--- config.mk ---
export PLATFORM = sky130hd
export DESIGN_NAME = mem_arbiter
export DESIGN_NICKNAME = d
export VERILOG_FILES = /design/src/rtl/mem_arbiter.sv
export SDC_FILE = /design/constraint.sdc
export NUM_CORES = 1
export LEC_CHECK = 0
export CORE_AREA = 2 2 106 108
export DETAILED_ROUTE_END_ITERATION = 16
export DIE_AREA = 0 0 108 110
export GPL_TIMING_DRIVEN = 0
export PLACE_DENSITY = 0.84
export SKIP_LAST_GASP = 1
export SLEW_MARGIN = 5
export SYNTH_ARGS = -nofsm -noshare
export SYNTH_HDL_FRONTEND = slang
export SYNTH_SLANG_ARGS = --single-unit
--- constraint.sdc ---
create_clock -name clk -period 1.6 [get_ports clk]
set_clock_uncertainty 0.1 [all_clocks]
set_input_delay 0.32 -clock clk [delete_from_list [all_inputs] [get_ports clk]]
set_output_delay 0.32 -clock clk [all_outputs]
set_load 0.01 [all_outputs]
--- src/rtl/mem_arbiter.sv ---
// -----------------------------------------------------------------------------
// mem_arbiter
//
// Shares one Wishbone-style memory bus between the instruction-fetch master
// (IF stage) and the data master (MEM stage). Data has fixed priority over
// fetch. A fetch that is cancelled by a pipeline flush is still completed on
// the bus (a slave cycle is never aborted), but its data is discarded and no
// fetch acknowledge is given.
//
// Ports
//   clk, rst          clock, synchronous active-high reset
//   if_req_i          fetch request (level, held until if_ack_o)
//   if_addr_i         fetch address
//   if_rdata_o        fetch read data (zero unless if_ack_o)
//   if_ack_o          fetch complete, one-cycle pulse
//   d_req_i           data request (level, held until d_ack_o)
//   d_we_i            data write enable
//   d_sel_i           data byte enables
//   d_addr_i          data address
//   d_wdata_i         data write data
//   d_rdata_o         data read data (zero unless d_ack_o)
//   d_ack_o           data complete, one-cycle pulse
//   flush_i           pipeline flush, cancels current or pending fetch
//   bus_cyc_o         bus cycle active
//   bus_we_o          bus write enable
//   bus_sel_o         bus byte enables
//   bus_addr_o        bus address
//   bus_wdata_o       bus write data
//   bus_rdata_i       bus read data
//   bus_ack_i         bus acknowledge
//   stallreq_o        stall request while any master is waiting
// -----------------------------------------------------------------------------
module mem_arbiter #(
    parameter int ADDR_W = 32,
    parameter int DATA_W = 32
) (
    input  logic                  clk,
    input  logic                  rst,

    input  logic                  if_req_i,
    input  logic [ADDR_W-1:0]     if_addr_i,
    output logic [DATA_W-1:0]     if_rdata_o,
    output logic                  if_ack_o,

    input  logic                  d_req_i,
    input  logic                  d_we_i,
    input  logic [DATA_W/8-1:0]   d_sel_i,
    input  logic [ADDR_W-1:0]     d_addr_i,
    input  logic [DATA_W-1:0]     d_wdata_i,
    output logic [DATA_W-1:0]     d_rdata_o,
    output logic                  d_ack_o,

    input  logic                  flush_i,

    output logic                  bus_cyc_o,
    output logic                  bus_we_o,
    output logic [DATA_W/8-1:0]   bus_sel_o,
    output logic [ADDR_W-1:0]     bus_addr_o,
    output logic [DATA_W-1:0]     bus_wdata_o,
    input  logic [DATA_W-1:0]     bus_rdata_i,
    input  logic                  bus_ack_i,

    output logic                  stallreq_o
);

    localparam int SEL_W = DATA_W / 8;

    typedef enum logic [1:0] {
        ST_IDLE    = 2'd0,
        ST_IF_BUSY = 2'd1,
        ST_D_BUSY  = 2'd2,
        ST_IF_DROP = 2'd3
    } state_e;

    state_e              state_q, state_d;
    logic                cyc_q,   cyc_d;
    logic                we_q,    we_d;
    logic [SEL_W-1:0]    sel_q,   sel_d;
    logic [ADDR_W-1:0]   addr_q,  addr_d;
    logic [DATA_W-1:0]   wdata_q, wdata_d;

    logic                if_ack_s;
    logic                d_ack_s;

    // Next-state, bus register next values and master acknowledges
    always_comb begin
        state_d  = state_q;
        cyc_d    = cyc_q;
        we_d     = we_q;
        sel_d    = sel_q;
        addr_d   = addr_q;
        wdata_d  = wdata_q;
        if_ack_s = 1'b0;
        d_ack_s  = 1'b0;

        case (state_q)
            ST_IDLE: begin
                if (d_req_i) begin
                    // Data wins over fetch; flush has no say here.
                    state_d = ST_D_BUSY;
                    cyc_d   = 1'b1;
                    we_d    = d_we_i;
                    sel_d   = d_sel_i;
                    addr_d  = d_addr_i;
                    wdata_d = d_wdata_i;
                end else if (if_req_i && !flush_i) begin
                    state_d = ST_IF_BUSY;
                    cyc_d   = 1'b1;
                    we_d    = 1'b0;
                    sel_d   = {SEL_W{1'b1}};
                    addr_d  = if_addr_i;
                    wdata_d = '0;
                end else begin
                    state_d = ST_IDLE;
                    cyc_d   = 1'b0;
                    we_d    = 1'b0;
                    sel_d   = '0;
                    addr_d  = '0;
                    wdata_d = '0;
                end
            end

            ST_D_BUSY: begin
                if (bus_ack_i) begin
                    d_ack_s = 1'b1;
                    state_d = ST_IDLE;
                    cyc_d   = 1'b0;
                    we_d    = 1'b0;
                    sel_d   = '0;
                    addr_d  = '0;
                    wdata_d = '0;
                end else begin
                    state_d = ST_D_BUSY;
                end
            end

            ST_IF_BUSY: begin
                if (bus_ack_i) begin
                    // A flush in the completing cycle swallows the data.
                    if_ack_s = !flush_i;
                    state_d  = ST_IDLE;
                    cyc_d    = 1'b0;
                    we_d     = 1'b0;
                    sel_d    = '0;
                    addr_d   = '0;
                    wdata_d  = '0;
                end else if (flush_i) begin
                    // Bus cycle keeps running; only the result is dropped.
                    state_d = ST_IF_DROP;
                end else begin
                    state_d = ST_IF_BUSY;
                end
            end

            ST_IF_DROP: begin
                if (bus_ack_i) begin
                    state_d = ST_IDLE;
                    cyc_d   = 1'b0;
                    we_d    = 1'b0;
                    sel_d   = '0;
                    addr_d  = '0;
                    wdata_d = '0;
                end else begin
                    state_d = ST_IF_DROP;
                end
            end

            default: begin
                state_d = ST_IDLE;
                cyc_d   = 1'b0;
                we_d    = 1'b0;
                sel_d   = '0;
                addr_d  = '0;
                wdata_d = '0;
            end
        endcase
    end

    // State and bus output registers
    always_ff @(posedge clk) begin
        if (rst) begin
            state_q <= ST_IDLE;
            cyc_q   <= 1'b0;
            we_q    <= 1'b0;
            sel_q   <= '0;
            addr_q  <= '0;
            wdata_q <= '0;
        end else begin
            state_q <= state_d;
            cyc_q   <= cyc_d;
            we_q    <= we_d;
            sel_q   <= sel_d;
            addr_q  <= addr_d;
            wdata_q <= wdata_d;
        end
    end

    assign bus_cyc_o   = cyc_q;
    assign bus_we_o    = we_q;
    assign bus_sel_o   = sel_q;
    assign bus_addr_o  = addr_q;
    assign bus_wdata_o = wdata_q;

    // Acks are combinational so a zero-wait slave completes in two cycles.
    assign if_ack_o   = if_ack_s;
    assign d_ack_o    = d_ack_s;
    assign if_rdata_o = if_ack_s ? bus_rdata_i : '0;
    assign d_rdata_o  = d_ack_s  ? bus_rdata_i : '0;

    assign stallreq_o = (if_req_i & ~if_ack_s) | (d_req_i & ~d_ack_s);

endmodule

==> impl_metrics.yaml <==
sta:
  whs_ns: 0.327
  fin_crit_sh: 1.26
  finalSetupViolations: 67
  drv_slew: 0
  period_needed_ns: 2.01
  timing.final.ws_setup_ns: -0.413
  final-hold-violation-count: 0
  rsz0062_at_grt: "yes"
  slew_headroom: 0.574
  clock.fmax_mhz: 497
  tightestPinTransition_ns: 0.639
  setup_total_negative_slack_ns: -22.48
grt:
  grt_max_degree: 14
  grt_use_total: 0.245
  grt_pass1_wl_mm: 22.9
  antenna_found_initial: 0
  grt_overflow: 0
  grt_pass1_vias: 4514
die:
  core_area_sq_mm: 0.0107
  rows: 38
  start_util: 0.322
  boundaryPins: 276
  die-area_sq_mm: 0.0119
  die_h_um: 110
  fp.dieW_um: 108
synthesis:
  ys_types: 29
  postSynthAreaPerCell_sq_um: 8.34
  syn_area_sq_mm: 0.00345
  dominantRegCellSynth: "dfxtp_1"
  syn_inst: 413
  async_flop_share: 0
  synth_edf_count: 0
  ys_seq_elements: 72
  ys_seq_area_frac: 0.418
  synth_nets: 552
  synth-warning-count: 0
cts:
  clk_path_buf_depth: 2
  cts_root_buf: "clkbuf_8"
  cts_hold_buf: 0
  clk_latency_ns: 0.33
  clk_pin_slew_ns: 0.08
  cts_buffers: 9
  cts_tree: "done"
  cts.sinks: 72
  htreeDepth: 3
hold_path:
  hold_class: "input pin to flop"
cells_and_area:
  nets: 858
  drive_above_1_share: 0.279
  regArea_sq_mm: 0.00145
  multi_input_area_sq_mm: 0.00193
  layout_commonest_cell: "clkdlybuf4s50_1"
  fin_area_sq_mm: 0.00700
  fin_util: 0.655
  mostFrequentLayoutCells: "clkdlybuf4s50_1, dlygate4sd2_1, dfxtp_1"
  fillCellCount: 884
  syn2layout_area_growth_pct: 103
  insertedDiodeCount: 0
route:
  wl_per_cell_um: 18.4
  postRouteAntennaNets: 0
  wirelength_mm: 15.9
  drc: 0
  viasPerCell: 5.14
  firstDrtPassIters: 7
  drt_iter0_drc: 428
  vias: 4441
job:
  max_cap_violations: 0
run_status:
  status: "complete, but fails checks"
  violations: "setup timing"
critical_path:
  slowest_delay_ns: 0.38
  required_ns: 1.18
  path_cells: "nand2_4, nor3_4, buf_6, buf_8, and2_4, buf_2"
  start_kind: "flop"
  timing.critical_path.buf_inv: 3
  crit_fanout: 5
  crit_path_top_delay_cell: "dfxtp_4"
  worstPathArrival_ns: 1.59
  critPathCaptureType: "output pin"
  path_delay_family: "buffers and inverters"
  crit_type: "flop to output pin"
place:
  place_ws_ns: -1.44
  place_area_sq_mm: 0.00636
  gp_congestion: 0.850
  dp_hpwl_mm: 11.2
  io_buffers: 273
power:
  p_leak_nw: 3.08
  power_density_mw_per_mm2: 654
  ir_worst_vdd_v: 0.000484
[tightest hold or removal path: cells and delay by family]
family / cells / cell delay, ns
compound gates: 2 / 0.16
buf+inv: 1 / 0.17
simple gates: 1 / 0.07
[area by class of cell]
| class | count | area share |
|---|---|---|
| tap | 140 | 0.0250 |
| multi-input combinational | 294 | 0.276 |
| clock inverter | 5 | 0.00536 |
| inverter | 2 | 0.00107 |
| timing repair buffer | 298 | 0.417 |
| buffer | 42 | 0.0477 |
| clock buffer | 11 | 0.0216 |
| sequential | 72 | 0.207 |
[power by group]
part | internal [mW] | switching, mW
logic | 0.700 | 0.529
clock network | 0.657 | 0.747
registers | 1.89 | 0.0573
[sequential cells by signal (all words and copies together), names as in the netlist]
register	count
bus_addr_o	32
bus_cyc_o	1
bus_sel_o	4
bus_wdata_o	32
bus_we_o	1
state_q	2
[kinds of logic (layout without fill, tap and decap cells)]
kind of cell,Yosys count,count (layout),share of synthesized area
simple gates,214,214,0.354
buf+inv,47,358,0.0708
compound gates,80,80,0.157
flops,72,72,0.418
[final timing paths]
kind | depth (start not counted) | start | to | slack [ns]
hold reg to reg | 2 | bus_sel_o[1] | bus_sel_o[1] | 0.36
hold / removal | 4 | d_req_i | bus_sel_o[1] | 0.33
setup / recovery | 6 | state_q[0] | if_rdata_o[28] | -0.41
setup reg to reg | 6 | state_q[1] | bus_addr_o[11] | 0.06
[per-layer routing]
| metal | track usage | up-vias | wire length (um) |
|---|---|---|---|
| li1 | - | 2073 | - |
| met1 | 0.275 | 2104 | 5890 |
| met2 | 0.439 | 227 | 8080 |
| met3 | 0.0705 | 37 | 1380 |
| met4 | 0.0952 | 0 | 556 |
| met5 | 0 | - | 0 |
[through the flow]
step	total power, mW	cells
3_3_place_gp	3.13	826
6_report	4.58	864
4_1_cts	4.57	861
3_5_place_dp	3.15	826
5_1_grt	4.79	864
2_1_floorplan	2.42	413
[cells in the mapped netlist, types with 2 or more instances]
| cell | n | area [sq um] |
|---|---|---|
| nand3b_1 | 32 | 240 |
| nor2b_1 | 2 | 12.5 |
| nand3_1 | 63 | 315 |
| dfxtp_1 | 72 | 1440 |
| o211ai_1 | 4 | 30.0 |
| and2_1 | 64 | 400 |
| buf_6 | 5 | 56.3 |
| nand2_1 | 8 | 30.0 |
| nor2_1 | 36 | 135 |
| clkbuf_1 | 26 | 97.6 |
| buf_2 | 9 | 45.0 |
| buf_4 | 2 | 15.0 |
| a22oi_1 | 33 | 248 |
| o21ai_0 | 2 | 10.0 |
| nand2b_1 | 4 | 25.0 |
| a21oi_1 | 7 | 35.0 |
| a31oi_1 | 32 | 200 |
[repair_timing]
item | in CTS | in global routing
resized for setup | 464 | 78
pin swaps | 26 | 19
gates cloned | 7 | 0
setup buffers | 13 | 5
setup endpoints to repair | 195 | 129
Power figures use the tool's default switching activity.
